[src/rtl/bcd_pkg.sv]
// Shared BCD definitions for the calculator datapath (adder and subtractor).
package bcd_pkg;

  typedef logic [3:0] bcd_digit_t;

  localparam bcd_digit_t BCD_MAX    = 4'd9;
  localparam int         NUM_DIGITS = 3;

  typedef enum logic [1:0] {
    IDLE = 2'd0,
    SUB  = 2'd1,
    DONE = 2'd2
  } resta_state_t;

  function automatic logic is_bcd(input bcd_digit_t d);
    return (d <= BCD_MAX);
  endfunction

endpackage

[src/rtl/resta_digito_bcd.sv]
// One BCD digit of subtraction with borrow: a - b - borrow_in, wrapped into 0..9.
module resta_digito_bcd
  import bcd_pkg::*;
(
  input  bcd_digit_t a,
  input  bcd_digit_t b,
  input  logic       borrow_in,
  output bcd_digit_t digit,
  output logic       borrow_out
);

  logic signed [4:0] w_diff;
  logic signed [4:0] w_wrapped;

  // Range of w_diff is -10..9, so adding ten always lands back in 0..9.
  always_comb begin
    w_diff    = $signed({1'b0, a}) - $signed({1'b0, b}) - $signed({4'b0000, borrow_in});
    w_wrapped = w_diff + 5'sd10;
    if (w_diff < 5'sd0) begin
      digit      = w_wrapped[3:0];
      borrow_out = 1'b1;
    end else begin
      digit      = w_diff[3:0];
      borrow_out = 1'b0;
    end
  end

endmodule

[src/rtl/resta_bcd_serial.sv]
// Digit-serial 3-digit BCD subtractor: returns |A-B| and a sign flag, one digit per clock.
module resta_bcd_serial
  import bcd_pkg::*;
(
  input  logic       clk,
  input  logic       rst,
  input  logic       start,
  input  bcd_digit_t dig1_1,
  input  bcd_digit_t dig1_2,
  input  bcd_digit_t dig1_3,
  input  bcd_digit_t dig2_1,
  input  bcd_digit_t dig2_2,
  input  bcd_digit_t dig2_3,
  output logic       busy,
  output logic       done,
  output bcd_digit_t digito1,
  output bcd_digit_t digito2,
  output bcd_digit_t digito3,
  output logic       negativo,
  output logic       error
);

  localparam logic [1:0] LAST_IDX = 2'(NUM_DIGITS - 1);

  resta_state_t r_state;
  logic [11:0]  r_a;
  logic [11:0]  r_b;
  bcd_digit_t   r_res1;
  bcd_digit_t   r_res2;
  logic         r_borrow;
  logic [1:0]   r_idx;
  logic         r_neg_pend;

  logic [11:0]  w_a_in;
  logic [11:0]  w_b_in;
  logic         w_valid;
  logic         w_a_lt_b;
  bcd_digit_t   w_a_dig;
  bcd_digit_t   w_b_dig;
  bcd_digit_t   w_digit;
  logic         w_borrow_out;

  assign w_a_in   = {dig1_3, dig1_2, dig1_1};
  assign w_b_in   = {dig2_3, dig2_2, dig2_1};
  assign w_valid  = is_bcd(dig1_1) & is_bcd(dig1_2) & is_bcd(dig1_3) &
                    is_bcd(dig2_1) & is_bcd(dig2_2) & is_bcd(dig2_3);
  // Valid BCD packs hundreds-first, so a plain binary compare orders the numbers.
  assign w_a_lt_b = (w_a_in < w_b_in);

  always_comb begin
    case (r_idx)
      2'd0: begin
        w_a_dig = r_a[3:0];
        w_b_dig = r_b[3:0];
      end
      2'd1: begin
        w_a_dig = r_a[7:4];
        w_b_dig = r_b[7:4];
      end
      2'd2: begin
        w_a_dig = r_a[11:8];
        w_b_dig = r_b[11:8];
      end
      default: begin
        w_a_dig = 4'd0;
        w_b_dig = 4'd0;
      end
    endcase
  end

  resta_digito_bcd u_digito (
    .a          (w_a_dig),
    .b          (w_b_dig),
    .borrow_in  (r_borrow),
    .digit      (w_digit),
    .borrow_out (w_borrow_out)
  );

  always_ff @(posedge clk or posedge rst) begin
    if (rst) begin
      r_state    <= IDLE;
      r_a        <= 12'd0;
      r_b        <= 12'd0;
      r_res1     <= 4'd0;
      r_res2     <= 4'd0;
      r_borrow   <= 1'b0;
      r_idx      <= 2'd0;
      r_neg_pend <= 1'b0;
      busy       <= 1'b0;
      done       <= 1'b0;
      digito1    <= 4'd0;
      digito2    <= 4'd0;
      digito3    <= 4'd0;
      negativo   <= 1'b0;
      error      <= 1'b0;
    end else begin
      case (r_state)
        IDLE: begin
          if (start) begin
            if (!w_valid) begin
              error    <= 1'b1;
              digito1  <= 4'd0;
              digito2  <= 4'd0;
              digito3  <= 4'd0;
              negativo <= 1'b0;
              done     <= 1'b1;
              r_state  <= DONE;
            end else begin
              // Larger operand goes on top so the borrow chain never underflows.
              if (w_a_lt_b) begin
                r_a        <= w_b_in;
                r_b        <= w_a_in;
                r_neg_pend <= 1'b1;
              end else begin
                r_a        <= w_a_in;
                r_b        <= w_b_in;
                r_neg_pend <= 1'b0;
              end
              r_borrow <= 1'b0;
              r_idx    <= 2'd0;
              busy     <= 1'b1;
              r_state  <= SUB;
            end
          end
        end
        SUB: begin
          r_borrow <= w_borrow_out;
          if (r_idx == 2'd0) begin
            r_res1 <= w_digit;
          end
          if (r_idx == 2'd1) begin
            r_res2 <= w_digit;
          end
          if (r_idx == LAST_IDX) begin
            digito1  <= r_res1;
            digito2  <= r_res2;
            digito3  <= w_digit;
            negativo <= r_neg_pend;
            error    <= 1'b0;
            busy     <= 1'b0;
            done     <= 1'b1;
            r_state  <= DONE;
          end else begin
            r_idx <= r_idx + 2'd1;
          end
        end
        DONE: begin
          done    <= 1'b0;
          r_state <= IDLE;
        end
        default: begin
          busy    <= 1'b0;
          done    <= 1'b0;
          r_state <= IDLE;
        end
      endcase
    end
  end

endmodule

[config.mk]
export PLATFORM = sky130hd
export DESIGN_NAME = resta_bcd_serial
export DESIGN_NICKNAME = d
export VERILOG_FILES = /design/src/rtl/bcd_pkg.sv /design/src/rtl/resta_digito_bcd.sv /design/src/rtl/resta_bcd_serial.sv
export SDC_FILE = /design/constraint.sdc
export NUM_CORES = 1
export LEC_CHECK = 0
export BUFFER_PORTS_ARGS = -buffer_cell sky130_fd_sc_hd__buf_4
export CORE_MARGIN = 5
export CORE_UTILIZATION = 50
export CTS_BUF_LIST = sky130_fd_sc_hd__clkbuf_4 sky130_fd_sc_hd__clkbuf_8
export DETAILED_ROUTE_END_ITERATION = 12
export GPL_TIMING_DRIVEN = 0
export PLACE_DENSITY = 0.7
export SETUP_SLACK_MARGIN = 0.05
export SLEW_MARGIN = 25
export SYNTH_ARGS = -nofsm -noshare
export SYNTH_HDL_FRONTEND = slang
export SYNTH_SLANG_ARGS = --single-unit
[constraint.sdc]
create_clock -name clk -period 4.7 [get_ports clk]
set_input_delay 0.235 -clock clk [delete_from_list [all_inputs] [get_ports clk]]
set_output_delay 0.235 -clock clk [all_outputs]
set_load 0.1 [all_outputs]
==> impl_metrics.yaml, run 1 <==
clocking:
  ctsHoldBuffers: 0
  cts_tree: "yes"
  clk_pin_slew_ns: 0.10
  clock_latency_ns: 0.30
  h-tree-depth: 2
  clockBufferDepth: 2
  cts_sinks: 54
  post_cts_resized: 0
  clockRootBuffer: "clkbuf_8"
  cts_buffers: 5
  post-cts-setup-buffers: 0
logic_synthesis:
  synthAdderAreaFrac_pct: 8.55
  synth-simple-area-share_pct: 14.2
  synth-async-reset-ratio_pct: 100
  netlist_instances: 382
  synth_mux_area_share_pct: 0.295
  yosys.area.top_type: "dfrtp_1"
  synth_commonest_cells: "nand2_1, dfrtp_1, nor2_1, inv_1, o211ai_1"
  seq_area_frac_synth_pct: 39.8
  synth_top_family_by_area: "compound AO/OA/AOI/OAI gates"
  synth_area_leaders: "dfrtp_1, ha_1, nand2_1, a2bb2oi_1, o211ai_1"
  synth_fp_nets: 431
  avgSynthCellArea_sq_um: 8.88
  synth_most_common_cell: "nand2_1"
  ys_seq_elements: 54
  synth_edf_count: 0
  synth_top_area_share_pct: 39.8
  synth_ff_type: "dfrtp_1"
  synth-xor-area-share_pct: 1.03
  yosys_warnings: 0
  syn_area_sq_um: 3390
  synth_compound_area_share_pct: 29.9
  ys_types: 45
sta:
  finalSetupViolCount: 0
  final.setup.tns_ns: 0
  fin_ws_ns: 0.700
  finalCritPeriodShare_pct: 85.1
  slew_violations: 0
  post-route-min-period_ns: 4.00
  hold_viol: 0
  max-slew-margin-rel_pct: 53.8
  hold-worst-slack_ns: 0.0127
  worstMarginPinSlew_ns: 0.690
  rsz0062_at_grt: "no"
  max_freq_mhz: 250
  finalClockSkew_ns: 0.00283
layout:
  multi_input_area_sq_um: 1830
  fillers: 619
  post-route-util_pct: 58.7
  diodes: 0
  areaGrowthSynthToFinish_pct: 15.7
  fin_nets: 480
  seq_area_sq_um: 1350
  drive_gt1_share_pct: 16.7
  finalNonFillerCells: 512
pwr:
  clockPowerShare_pct: 16.3
  ir_drop_mv: 0.228
  p_comb_share_pct: 49.7
  switchingPower_mw: 0.788
  p_per_area_nw_per_um2: 495
  leakagePower_nw: 1.73
  internal-power_mw: 1.15
  switching_share_pct: 40.6
  p_seq_share_pct: 33.9
placed_design:
  placed_cells_incl_taps: 504
  place_congestion: 0.925
  dp_hpwl_microns: 6600
  dp_slack_ns: 0.765
  io_buffers: 42
routing:
  drt_iter0_drc: 111
  wl_per_cell_microns: 16.7
  final_antenna_net_count: 0
  via_per_inst: 5.82
  wirelength_microns: 8530
  drc: 0
  dr.pass1.iters: 7
  vias: 2978
critical_path:
  endpoint_kind: "flip-flop"
  crit_fanout: 10
  worstSetupPathType: "reg2reg"
  worst_ep_required_time_ns: 4.89
  regToRegStartpoint: "r_idx[0]"
  start_kind: "flip-flop"
  arrival_ns: 4.19
  cp-startpoint: "r_idx[0]"
floorplanning:
  coreArea_sq_um: 6680
  die_area_sq_um: 8530
  ios: 43
  fp.dieW_microns: 92.4
  start_util_pct: 50.8
  num_rows: 30
  fp.dieH_microns: 92.4
global_routing:
  grt_overflow: 0
  grtUsageTotal_pct: 20.7
  grt_pass1_vias: 2942
  grt_pass1_wl_microns: 14300
  grt_antenna_before_repair: 0
  grt_max_degree: 55
job:
  maxCapViolations: 0
run_status:
  outcome: "finished clean"
min_path:
  hold_path_class: "in2async"
worst max-delay path: stages, from the launching register on:
cell and delay (ns):
dfrtp_1 0.44, inv_1 0.15, ha_1 0.25, buf_1 0.43, a222oi_1 0.17, or2_2 0.32, fa_1 0.36, inv_1 0.11
fa_1 0.46, ha_1 0.24, or3_1 0.35, a21oi_1 0.14, a221oi_1 0.07, xnor2_1 0.27, o21ai_0 0.11
cell usage in the layout, fill, tap and decap left out, types with 3 or more instances in the layout:
cell type	netlist	layout
o211ai_1	25	25
ha_1	20	20
nand2b_1	3	3
nand2_1	57	57
dfrtp_1	54	54
o21ai_0	20	20
a22o_1	4	4
inv_1	25	24
a21oi_1	10	10
buf_4	1	43
a2bb2oi_1	24	24
nor2_1	35	35
a222oi_1	8	8
buf_2	11	11
clkbuf_1	11	11
clkbuf_8	0	5
or2_2	4	4
o21a_1	3	3
o21ai_1	10	10
a31oi_1	24	24
power groups by stage:
stage	registers [mW]	logic [mW]	clock network (mW)
after floorplan	0.656	0.733	0
after global placement	0.661	0.935	0
after detailed placement	0.666	0.963	0
after CTS	0.657	0.974	0.320
after global routing	0.670	1.09	0.344
final	0.659	0.966	0.317
cells by family after synthesis:
family,Yosys count
adder cells (fa/ha/maj),22
multiplexers,1
XOR/XNOR,4
flip-flops,54
AO/OA/AOI/OAI,141
AND/OR/NAND/NOR,110
buffers and inverters,50
sequential cells by signal, indices dropped and copies added (netlist names):
signal	cells
digito3	4
r_borrow	1
r_a	12
digito1	4
digito2	4
r_b	12
error	1
busy	1
r_state	2
r_idx	2
r_res2	4
r_res1	4
negativo	1
r_neg_pend	1
done	1
path summary, 6_finish.rpt:
check / to / slack [ns] / depth (start not counted)
setup / recovery: r_res2[3] / 0.70 / 14
hold / removal: busy / 0.01 / 2
setup reg to reg: r_res2[3] / 0.70 / 14
hold reg to reg: digito2[2] / 0.49 / 2
max in group asynchronous: r_b[5] / 4.26 / 2
min in group clk: r_b[0] / 0.26 / 3
cell type report:
type	count	share of cell area, %
flip-flops and latches	54	34.4
multi-input cells	278	46.6
inverters	25	2.45
repair buffers	42	8.03
plain buffers	25	3.03
well taps	80	2.55
clock inverters	2	0.956
clock buffers	6	1.94
routing by layer:
metal	global-route usage, %	routed length (microns)	vias to the layer above
li1	-	-	1490
met1	26.3	3760	1375
met2	36.3	4210	99
met3	2.60	400	14
met4	7.18	159	0
met5	0	0	-
through the flow:
stage	area, sq um	power [mW]
3_3_place_gp	3810	1.60
6_report	3930	1.94
3_5_place_dp	3810	1.63
4_1_cts	3930	1.95
2_1_floorplan	3390	1.39
5_1_grt	3930	2.10
No activity file was read; power rests on OpenSTA's default activity.
==> run 2: changes to the inputs <==
- ABC_AREA: unset -> 1
- CELL_PAD_IN_SITES_DETAIL_PLACEMENT: unset -> 1
- CELL_PAD_IN_SITES_GLOBAL_PLACEMENT: unset -> 1
- CORE_UTILIZATION: 50 -> 44
- PLACE_DENSITY: 0.7 -> unset
- PLACE_DENSITY_LB_ADDON: unset -> 0.1
==> run 2 against run 1 <==
Power grew 21%. Global-route usage is 1.6 points lower. Critical endpoint is now r_res2[2]. Sequential share of layout area fell by 0.17 points. Area after synthesis shrank 0.96%. Largest power group unchanged. Utilization shrank 4.9 points. Die area grew 11%. Critical path type unchanged. Cell area increased by 0.51%. Combinational power is 30% higher. Sequential power increased by 6.5%. Final cell count rose by 19%.
==> impl_metrics.yaml, run 2 <==
layout:
  seq_area_sq_um: 1350
  final_area_sq_um: 3950
  final_common_cell: "nand2_1"
  areaGrowthSynthToFinish_pct: 17.4
  multi_input_area_sq_um: 1670
  fin_nets: 556
  fillers: 951
  top_regs: "r_a (12), r_b (12)"
  drive_gt1_share_pct: 16.7
  diodes: 0
  post-route-util_pct: 53.8
  final_cell_mix: "nand2_1, nand3_1, dfrtp_1"
critical_path:
  arrival_ns: 3.40
  regToRegStartpoint: "r_idx[0]"
  cp_common_cell: "inv_1"
  reg2reg_slack_ns: 1.46
  reg2reg_to: "r_res2[2]"
  max_stage_delay_ns: 0.48
  crit_fanout: 9
  worst_ep_required_time_ns: 4.86
  worstPathCellList: "inv_1 > ha_1 > buf_2 > nand2_1 > nand3_1 > nand2_1 > inv_1 > fa_1 > inv_1 > fa_1 > ha_1 > o21ai_0 > o21ai_0"
  worstSetupPathType: "reg2reg"
  rr_worst_depth: 13
  endpoint_kind: "flip-flop"
  start_kind: "flip-flop"
  cpMaxStageDelayCell: "fa_1"
logic_synthesis:
  synth_mux_area_share_pct: 0
  synthAdderAreaFrac_pct: 8.64
  synth_ff_type: "dfrtp_1"
  synth_top_area_share_pct: 40.2
  synth_fp_nets: 507
  synth-async-reset-ratio_pct: 100
  synth_area_leaders: "dfrtp_1, nand2_1, nand3_1, ha_1, inv_1"
  ys_seq_elements: 54
  synth_compound_area_share_pct: 4.99
  synth_edf_count: 0
  synth-simple-area-share_pct: 35.9
  yosys.area.top_type: "dfrtp_1"
  seq_area_frac_synth_pct: 40.2
  synth_commonest_cells: "nand2_1, nand3_1, dfrtp_1, inv_1, ha_1"
  avgSynthCellArea_sq_um: 7.34
  synth-xor-area-share_pct: 0.261
  synth_top_family_by_area: "simple AND/OR/NAND/NOR gates"
  syn_area_sq_um: 3360
  ys_types: 26
  synth_most_common_cell: "nand2_1"
  netlist_instances: 458
  yosys_warnings: 0
sta:
  hold_viol: 0
  fin_ws_ns: 1.46
  finalClockSkew_ns: 0.00658
  finalSetupViolCount: 0
  worstMarginPinSlew_ns: 0.650
  slew_violations: 0
  post-route-min-period_ns: 3.24
  final.setup.tns_ns: 0
  max_freq_mhz: 309
  finalCritPeriodShare_pct: 68.9
  rsz0062_at_grt: "no"
  max-slew-margin-rel_pct: 56.7
floorplanning:
  start_util_pct: 45.8
  fp.dieW_microns: 97.4
  ios: 43
  coreArea_sq_um: 7330
  die_area_sq_um: 9490
  num_rows: 31
  fp.dieH_microns: 97.4
global_routing:
  grt_overflow: 0
  grt_max_degree: 55
  grt_antenna_before_repair: 0
  grtUsageTotal_pct: 19.1
  grt_pass1_wl_microns: 15000
  grt_pass1_vias: 3269
routing:
  wirelength_microns: 8580
  vias: 3019
  wl_per_cell_microns: 14.1
  dr.pass1.iters: 4
  m1WireLength_microns: 3450
  met3RoutedLength_microns: 308
  drt_iter0_drc: 74
  top_layer_used: "met4"
  via_per_inst: 4.97
  routed-wl-met2_microns: 4630
  final_antenna_net_count: 0
  drc: 0
clocking:
  clock_latency_ns: 0.31
  cts_tree: "yes"
  clk_pin_slew_ns: 0.09
  h-tree-depth: 2
  clockBufferDepth: 2
  post_cts_resized: 0
  cts_buffers: 5
  ctsHoldBuffers: 0
  clockRootBuffer: "clkbuf_8"
  post-cts-setup-buffers: 0
  cts_sinks: 54
placed_design:
  dp_hpwl_microns: 6920
  post_dp_cell_area_sq_um: 3800
  io_buffers: 42
  dp_slack_ns: 1.60
  place_congestion: 0.794
pwr:
  ir_drop_mv: 0.222
  p_per_area_nw_per_um2: 594
  leakagePower_nw: 2.24
job:
  maxCapViolations: 0
run_status:
  outcome: "finished clean"
min_path:
  hold_path_class: "in2async"
run 2: cell types whose count changed in the layout (fill, tap and decap cells not counted), moves of 5 or more:
cell       before  now
o21ai_0        20    8
clkbuf_1       11    0
a31oi_1        24    0
buf_6           1    6
nand2_1        57  195
nor2_1         35    6
a2bb2oi_1      24    0
a222oi_1        8    0
inv_1          24   52
o211ai_1       25    0
nand3_1         2   65
run 2: cell type report:
| class | count | area share (%) |
|---|---|---|
| multi-input cells | 331 | 42.4 |
| flip-flops and latches | 54 | 34.3 |
| repair buffers | 42 | 7.99 |
| inverters | 58 | 5.58 |
| well taps | 99 | 3.14 |
| plain buffers | 15 | 2.98 |
| clock buffers | 6 | 2.09 |
| clock inverters | 2 | 1.52 |
run 2: worst max path at each step:
stage                         from        end  slack [ns]  cells past startpoint
after global placement    r_idx[0]  r_res1[2]        1.68                     13
after global routing      r_idx[0]  r_res2[2]        1.15                     18
final                     r_idx[0]  r_res2[2]        1.46                     13
after CTS                 r_idx[0]  r_res2[2]        1.38                     13
after floorplan           r_idx[0]  r_res1[2]        2.07                     13
after detailed placement  r_idx[0]  r_res2[2]        1.60                     13
run 2: cells by family (layout without fill, tap and decap cells):
family                   Yosys count  in the layout
adder cells (fa/ha/maj)           22             22
XOR/XNOR                           1              1
flip-flops                        54             54
AND/OR/NAND/NOR                  279            279
AO/OA/AOI/OAI                     29             29
buffers and inverters             73            123
run 2: critical path, delay by kind of cell (launching register included):
kind,cells,cell delay (ns)
adders and majority gates,4,1.36
AOI/OAI and AO/OA,2,0.64
buffers and inverters,4,0.46
DFF,1,0.41
and+or+nand+nor,3,0.21
run 2: metal layers:
metal,up-vias,global-route usage [%]
li1,1524,-
met1,1434,20.8
met2,51,36.8
met3,10,3.09
met4,0,6.82
met5,-,0
run 2: metrics by stage:
stage	std cells	hold slack, ns	power (mW)
after floorplan	458	0.446	1.62
after global placement	599	0.454	1.90
after detailed placement	599	0.386	1.98
after CTS	607	0.0390	2.39
after global routing	607	0.0811	2.56
final	607	0.0123	2.34
run 2: power by group:
part | total [mW] | leakage [nW] | switching (mW) | internal, mW
Clock | 0.381 | 0.0714 | 0.154 | 0.227
Sequential | 0.702 | 0.712 | 0.0952 | 0.607
Combinational | 1.26 | 1.46 | 0.847 | 0.415
Total | 2.34 | 2.24 | 1.10 | 1.25
